**src/rtl/sb_cfg_pkg.sv**
```systemverilog
// rtl/sb_cfg_pkg.sv - shared types and frame geometry for the switch-box config loader
// Frame length depends on SB_CFG_PARITY_EN.
package sb_cfg_pkg;

  typedef enum logic [2:0] {
    ST_IDLE,
    ST_SYNC,
    ST_LOAD,
    ST_COMMIT,
    ST_ERROR
  } sb_cfg_state_e;

  localparam int SB_CFG_W  = 6;
  localparam int SB_SYNC_W = 8;
  localparam int SB_DATA_BITS = 2 * SB_CFG_W;

`ifdef SB_CFG_PARITY_EN
  localparam int SB_FRAME_BITS = SB_DATA_BITS + 1;
`else
  localparam int SB_FRAME_BITS = SB_DATA_BITS;
`endif

  localparam int SB_BIT_CNT_W = $clog2(SB_FRAME_BITS);

endpackage

```
**src/rtl/sb_cfg_frame_shifter.sv**
```systemverilog
// rtl/sb_cfg_frame_shifter.sv - per-box frame shift register, bit counter and parity check
// Parity accumulator exists only when SB_CFG_PARITY_EN is defined.
module sb_cfg_frame_shifter
  import sb_cfg_pkg::*;
(
  input  logic                    clk,
  input  logic                    rst_n,
  input  logic                    clear_i,
  input  logic                    shift_i,
  input  logic                    bit_i,
  output logic [SB_DATA_BITS-1:0] frame_data_o,
  output logic                    frame_done_o,
  output logic                    parity_err_o
);

  logic [SB_BIT_CNT_W-1:0] bit_cnt_q, bit_cnt_d;
  logic [SB_DATA_BITS-1:0] shift_q, shift_d;
  logic                    last_bit;

  assign last_bit = (bit_cnt_q == SB_BIT_CNT_W'(SB_FRAME_BITS - 1));

  always_comb begin
    bit_cnt_d = bit_cnt_q;
    shift_d   = shift_q;
    if (clear_i) begin
      bit_cnt_d = '0;
    end else if (shift_i) begin
      // the parity bit (if any) is checked, never stored
      if (bit_cnt_q < SB_BIT_CNT_W'(SB_DATA_BITS)) begin
        shift_d = {shift_q[SB_DATA_BITS-2:0], bit_i};
      end
      bit_cnt_d = last_bit ? '0 : bit_cnt_q + 1'b1;
    end
  end

  always_ff @(posedge clk or negedge rst_n) begin
    if (!rst_n) begin
      bit_cnt_q <= '0;
      shift_q   <= '0;
    end else begin
      bit_cnt_q <= bit_cnt_d;
      shift_q   <= shift_d;
    end
  end

  // next-state view so the final data bit is visible on the completing edge
  assign frame_data_o = shift_d;
  assign frame_done_o = shift_i && last_bit;

`ifdef SB_CFG_PARITY_EN
  logic par_q, par_d;

  always_comb begin
    par_d = par_q;
    if (clear_i) begin
      par_d = 1'b0;
    end else if (shift_i) begin
      par_d = last_bit ? 1'b0 : (par_q ^ bit_i);
    end
  end

  always_ff @(posedge clk or negedge rst_n) begin
    if (!rst_n) begin
      par_q <= 1'b0;
    end else begin
      par_q <= par_d;
    end
  end

  assign parity_err_o = frame_done_o && (par_q ^ bit_i);
`else
  assign parity_err_o = 1'b0;
`endif

endmodule

```
**src/rtl/sb_config_loader.sv**
```systemverilog
// rtl/sb_config_loader.sv - serial switch-box config loader with sync search and atomic commit
// Optional frame parity check under SB_CFG_PARITY_EN.
module sb_config_loader
  import sb_cfg_pkg::*;
#(
  parameter int                   NUM_SB    = 4,
  parameter logic [SB_SYNC_W-1:0] SYNC_WORD = 8'hA5
) (
  input  logic                       clk,
  input  logic                       rst_n,
  input  logic                       cfg_start_i,
  input  logic                       cfg_bit_i,
  input  logic                       cfg_valid_i,
  output logic                       cfg_ready_o,
  output logic [SB_CFG_W*NUM_SB-1:0] dir_o,
  output logic [SB_CFG_W*NUM_SB-1:0] en_o,
  output logic                       busy_o,
  output logic                       cfg_done_o,
  output logic                       cfg_err_o
);

  localparam int OUT_W    = SB_CFG_W * NUM_SB;
  localparam int SB_CNT_W = (NUM_SB > 1) ? $clog2(NUM_SB) : 1;

  sb_cfg_state_e           state_q, state_d;
  logic [SB_SYNC_W-2:0]    window_q, window_d;
  logic [SB_SYNC_W-1:0]    win_full;
  logic [SB_CNT_W-1:0]     sb_cnt_q, sb_cnt_d;
  logic [OUT_W-1:0]        shadow_dir_q, shadow_dir_d;
  logic [OUT_W-1:0]        shadow_en_q, shadow_en_d;
  logic [OUT_W-1:0]        dir_q, dir_d;
  logic [OUT_W-1:0]        en_q, en_d;
  logic                    done_q, done_d;
  logic                    clear;
  logic                    shift;
  logic [SB_DATA_BITS-1:0] frame_data;
  logic                    frame_done;
  logic                    parity_err;

  assign cfg_ready_o = (state_q == ST_SYNC) || (state_q == ST_LOAD);
  assign busy_o      = cfg_ready_o || (state_q == ST_COMMIT);
  assign cfg_done_o  = done_q;
  assign dir_o       = dir_q;
  assign en_o        = en_q;
  assign shift       = cfg_valid_i && (state_q == ST_LOAD);
  // only the low seven bits of the window need storing; the eighth is the incoming bit
  assign win_full    = {window_q, cfg_bit_i};

`ifdef SB_CFG_PARITY_EN
  assign cfg_err_o = (state_q == ST_ERROR);
`else
  assign cfg_err_o = 1'b0;
`endif

  sb_cfg_frame_shifter u_shifter (
    .clk          (clk),
    .rst_n        (rst_n),
    .clear_i      (clear),
    .shift_i      (shift),
    .bit_i        (cfg_bit_i),
    .frame_data_o (frame_data),
    .frame_done_o (frame_done),
    .parity_err_o (parity_err)
  );

  always_comb begin
    state_d      = state_q;
    window_d     = window_q;
    sb_cnt_d     = sb_cnt_q;
    shadow_dir_d = shadow_dir_q;
    shadow_en_d  = shadow_en_q;
    dir_d        = dir_q;
    en_d         = en_q;
    done_d       = 1'b0;
    clear        = 1'b0;
    unique case (state_q)
      ST_IDLE, ST_ERROR: begin
        if (cfg_start_i) begin
          state_d  = ST_SYNC;
          window_d = '0;
          sb_cnt_d = '0;
          clear    = 1'b1;
        end
      end
      ST_SYNC: begin
        if (cfg_valid_i) begin
          window_d = win_full[SB_SYNC_W-2:0];
          if (win_full == SYNC_WORD) begin
            state_d = ST_LOAD;
          end
        end
      end
      ST_LOAD: begin
        if (frame_done) begin
          if (parity_err) begin
            state_d      = ST_ERROR;
            sb_cnt_d     = '0;
            shadow_dir_d = '0;
            shadow_en_d  = '0;
          end else begin
            for (int k = 0; k < NUM_SB; k++) begin
              if (sb_cnt_q == SB_CNT_W'(k)) begin
                shadow_dir_d[k*SB_CFG_W +: SB_CFG_W] = frame_data[SB_DATA_BITS-1:SB_CFG_W];
                shadow_en_d[k*SB_CFG_W +: SB_CFG_W]  = frame_data[SB_CFG_W-1:0];
              end
            end
            if (sb_cnt_q == SB_CNT_W'(NUM_SB - 1)) begin
              state_d  = ST_COMMIT;
              sb_cnt_d = '0;
            end else begin
              sb_cnt_d = sb_cnt_q + 1'b1;
            end
          end
        end
      end
      ST_COMMIT: begin
        dir_d   = shadow_dir_q;
        en_d    = shadow_en_q;
        done_d  = 1'b1;
        state_d = ST_IDLE;
      end
      default: state_d = ST_IDLE;
    endcase
  end

  always_ff @(posedge clk or negedge rst_n) begin
    if (!rst_n) begin
      state_q      <= ST_IDLE;
      window_q     <= '0;
      sb_cnt_q     <= '0;
      shadow_dir_q <= '0;
      shadow_en_q  <= '0;
      dir_q        <= '0;
      en_q         <= '0;
      done_q       <= 1'b0;
    end else begin
      state_q      <= state_d;
      window_q     <= window_d;
      sb_cnt_q     <= sb_cnt_d;
      shadow_dir_q <= shadow_dir_d;
      shadow_en_q  <= shadow_en_d;
      dir_q        <= dir_d;
      en_q         <= en_d;
      done_q       <= done_d;
    end
  end

endmodule

```
**config.mk**
```make
export PLATFORM = sky130hd
export DESIGN_NAME = sb_config_loader
export DESIGN_NICKNAME = d
export VERILOG_FILES = /design/src/rtl/sb_cfg_pkg.sv /design/src/rtl/sb_cfg_frame_shifter.sv /design/src/rtl/sb_config_loader.sv
export SDC_FILE = /design/constraint.sdc
export NUM_CORES = 1
export LEC_CHECK = 0
export BUFFER_PORTS_ARGS = -buffer_cell sky130_fd_sc_hd__buf_4
export CORE_MARGIN = 2
export CORE_UTILIZATION = 50
export CTS_CLUSTER_DIAMETER = 30
export DETAILED_ROUTE_END_ITERATION = 10
export HOLD_SLACK_MARGIN = 0.06
export PLACE_DENSITY = 0.8
export REMOVE_ABC_BUFFERS = 1
export SETUP_SLACK_MARGIN = 0.02
export SYNTH_ARGS = -nofsm -noshare
export SYNTH_HDL_FRONTEND = slang
export SYNTH_HIERARCHICAL = 1
export SYNTH_SLANG_ARGS = --single-unit
```
**constraint.sdc**
```tcl
create_clock -name clk -period 2.4 [get_ports clk]
set_input_delay 0.12 -clock clk [delete_from_list [all_inputs] [get_ports clk]]
set_output_delay 0.12 -clock clk [all_outputs]
set_load 0.05 [all_outputs]
```
==> out/results.tsv <==
stage	metric	value	unit
pwr	p_int	3902	uW
setup_path	cp.depth	6	
placed_design	place_hpwl	6059	um
die	start_util	51.73	%
pwr	p_leak	0.003318	uW
clock_tree	cts_buffers	17	
setup_path	startpoint_type	flop	
clock_tree	post-cts-setup-buffers	0	
final_layout	final_nets	429	
final_layout	layout.cells.non_filler	567	
die	fp.dieH	107.6	um
setup_path	critical_path_class	reg -> reg	
route	drc	0	
placed_design	portBuffers	55	
logic_synthesis	ys_seq_area_share	58.32	%
logic_synthesis	synth.distinct_cells	39	
final_layout	antenna_cells	0	
logic_synthesis	yosys_warnings	6	
logic_synthesis	ys_ff_latch	125	
setup_path	slowest_stage	dfrtp_1	
setup_path	r2r_cells	6	
sta	finClkSkew	0.006898	ns
sta	finalHoldViolations	0	
grt	antenna_found_initial	0	
sta	fmax	435.6	MHz
sta	worstMarginPinSlew	0.6675	ns
setup_path	cp-startpoint	state_q[1]	
setup_path	path_cells	and4bb_2, nand2_1, nor3b_1, and4bb_4, o21a_4, mux2_2	
route	drt-initial-drc-count	151	
final_layout	fillers	766	
route	viasPerCell	5.210	
route	wl_per_cell	16.60	um
pwr	combinationalPowerShare	6.9	%
placed_design	place_area	5861	sq um
clock_tree	cts_resized	0	
worst_hold_path	hold_class	in -> async	
logic_synthesis	synth_edf_count	0	
clock_tree	clk_latency	0.51	ns
final_layout	area_growth	20.81	%
setup_path	cpPeakStageDelay	0.43	ns
sta	slew_headroom	55.50	%
clock_tree	numClockSinks	125	
grt	grtUsageTotal	17.64	%
sta	final_max_slew_viol_count	0	
logic_synthesis	synth_ff_type	dfrtp_1	
clock_tree	clk_pin_slew	0.06	ns
setup_path	regToRegStartpoint	state_q[1]	
pwr	power	5033	uW
setup_path	cp_num_buf_inv	0	
logic_synthesis	ys_async_sr_fraction	100.0	%
clock_tree	htree_levels	4	
sta	fin_crit	2.295	ns
die	die_w	107.6	um
sta	tns	0	ns
placed_design	placed_cells	532	
setup_path	path_max_fanout	12	
sta	setup_ws	0.1046	ns
logic_synthesis	syn_area	5364	sq um
pwr	peakVddDrop	0.4931	mV
setup_path	crit_family	simple AND/OR/NAND/NOR gates	
setup_path	cp_data_required_time	2.79	ns
placed_design	place_congestion	0.7669	
setup_path	crit_arrival	2.69	ns
pwr	p_sw_share	22.47	%
final_layout	final_area	6480	sq um
clock_tree	clock_path_buffers	2	
logic_synthesis	postSynthCellCount	350	
route	via_count	2954	
grt	grt_pass1_vias	3016	
route	wl	9413	um
pwr	p_per_area	776.7	nW/um^2
run_status	status	finished, final reports clean	
die	die_area	11570	sq um
grt	overflow	0	
clock_tree	cts_tree	built	
sta	fin_crit_sh	95.64	%
setup_path	end_kind	flop	
clock_tree	ctsRootBufferMaster	clkbuf_8	
setup_path	endpoint	shadow_en_q[20]	
pwr	p_switching	1131	uW
setup_path	r2r_end	shadow_en_q[20]	
sta	rsz0062_at_grt	false	
pwr	seq_power_share	44.1	%
route	first_pass_iters	4	
route	ant_nets	0	
final_layout	drive_gt1_share	49.42	%
clock_tree	cts_hold_buf	4	
die	pin_count	57	
grt	grt_max_degree	73	
grt	grt_pass1_wl	15600	um
job	drv_cap	0	
logic_synthesis	avgSynthCellArea	15.33	sq um
setup_path	r2r_setup_slack	0.10	ns
pwr	p_clk_share	49.0	%
die	rows	37	
die	core_area	10370	sq um
placed_design	post-place-ws	0.1601	ns
sta	finalSetupViolCount	0	
-- worst min path at each step --
stage                      end  depth (start not counted)  slack [ns]
floorplan           cfg_done_o                          0       -0.18
global placement     dir_o[13]                          1        0.19
detailed placement   dir_o[19]                          1        0.20
CTS                  dir_o[19]                          2        0.20
global route          dir_o[7]                          2        0.26
finish               dir_o[19]                          2        0.19
-- metrics by stage --
stage / hold slack, ns / util (%)
CTS: 0.1967 / 62.49
global route: 0.2562 / 62.49
global placement: 0.1934 / 56.52
finish: 0.1864 / 62.49
floorplan: -0.1756 / -
detailed placement: 0.1974 / 56.52
-- cell type report --
| cell class | instances | area [sq um] | share of cell area (%) |
|---|---|---|---|
| clock buffers | 20 | 435.4 | 6.719 |
| repair buffers | 67 | 538.0 | 8.303 |
| flip-flops and latches | 125 | 3128 | 48.27 |
| multi-input cells | 194 | 2012 | 31.05 |
| clock inverters | 11 | 143.9 | 2.221 |
| inverters | 14 | 52.55 | 0.8110 |
| well taps | 136 | 170.2 | 2.626 |
-- cell usage after synthesis (all sizes together) (2+ instances only) --
cell | n | area [sq um]
a21oi | 4 | 23.77
and4bb | 2 | 28.78
buf | 16 | 168.9
conb | 2 | 7.510
dfrtp | 125 | 3128
ha | 5 | 62.56
inv | 14 | 52.55
mux2 | 108 | 1366
mux2i | 10 | 100.1
nand2 | 13 | 48.80
nand2b | 2 | 12.51
nand3b | 3 | 22.52
nor2 | 9 | 33.78
nor2b | 13 | 81.33
nor3b | 3 | 27.52
o21a | 4 | 60.06
o21ai | 2 | 10.01
o22ai | 2 | 12.51
-- worst register-to-register path, cell delays in order (launching register included) --
cell	delay (ns)
dfrtp_1	0.43
and4bb_2	0.33
nand2_1	0.11
nor3b_1	0.28
and4bb_4	0.32
o21a_4	0.31
mux2_2	0.39
-- sequential cells by signal, summed over array words and instances, names as in the netlist --
name,cells
sb_cnt_q,2
shadow_dir_q,24
u_shifter/bit_cnt_q,4
state_q,3
u_shifter/shift_q,12
dir_o,24
cfg_done_o,1
shadow_en_q,24
window_q,7
en_o,24
-- placed cells by master, fill, tap and decap left out, types with 2 or more instances in the layout --
cell type / instances
a21oi_1: 3
buf_12: 2
buf_4: 61
bufinv_16: 3
clkbuf_1: 2
clkbuf_16: 16
clkbuf_8: 2
clkinv_2: 4
clkinv_4: 3
conb_1: 2
dfrtp_1: 125
dlygate4sd3_1: 4
ha_1: 5
inv_1: 13
mux2_2: 68
mux2_4: 40
mux2i_1: 10
nand2_1: 12
nand2b_1: 2
nand3b_1: 3
nor2_1: 9
nor2b_1: 13
nor3b_1: 2
o21a_4: 4
o21ai_0: 2
o22ai_1: 2
-- power groups by stage --
stage | clock network [uW] | registers [uW] | logic [uW]
floorplan | 0 | 2250 | 222
global placement | 0 | 2250 | 336
detailed placement | 0 | 2250 | 348
CTS | 2510 | 2220 | 354
global route | 2620 | 2220 | 393
finish | 2470 | 2220 | 349
-- logic make-up (layout without fill, tap and decap cells) --
kind of cell / count (synthesis) / in the layout / synth area share [%]
simple gates: 51 / 51 / 5.598
buf+inv: 31 / 112 / 4.222
compound gates: 17 / 17 / 3.056
flops: 125 / 125 / 58.32
mux: 118 / 118 / 27.34
other cells: 2 / 2 / 0.1400
fa+ha+maj: 5 / 5 / 1.166
xor+xnor: 1 / 1 / 0.1633
-- metal layers --
metal | part of all wire [%] | track usage (%) | vias to the layer above
met5 | 0 | 0 | -
met1 | 47 | 23.82 | 1534
met4 | 1.4 | 7.234 | 0
met2 | 48 | 27.27 | 57
met3 | 3.3 | 4.540 | 14
li1 | - | - | 1349
Note: power is estimated with default switching activity, not from simulation.
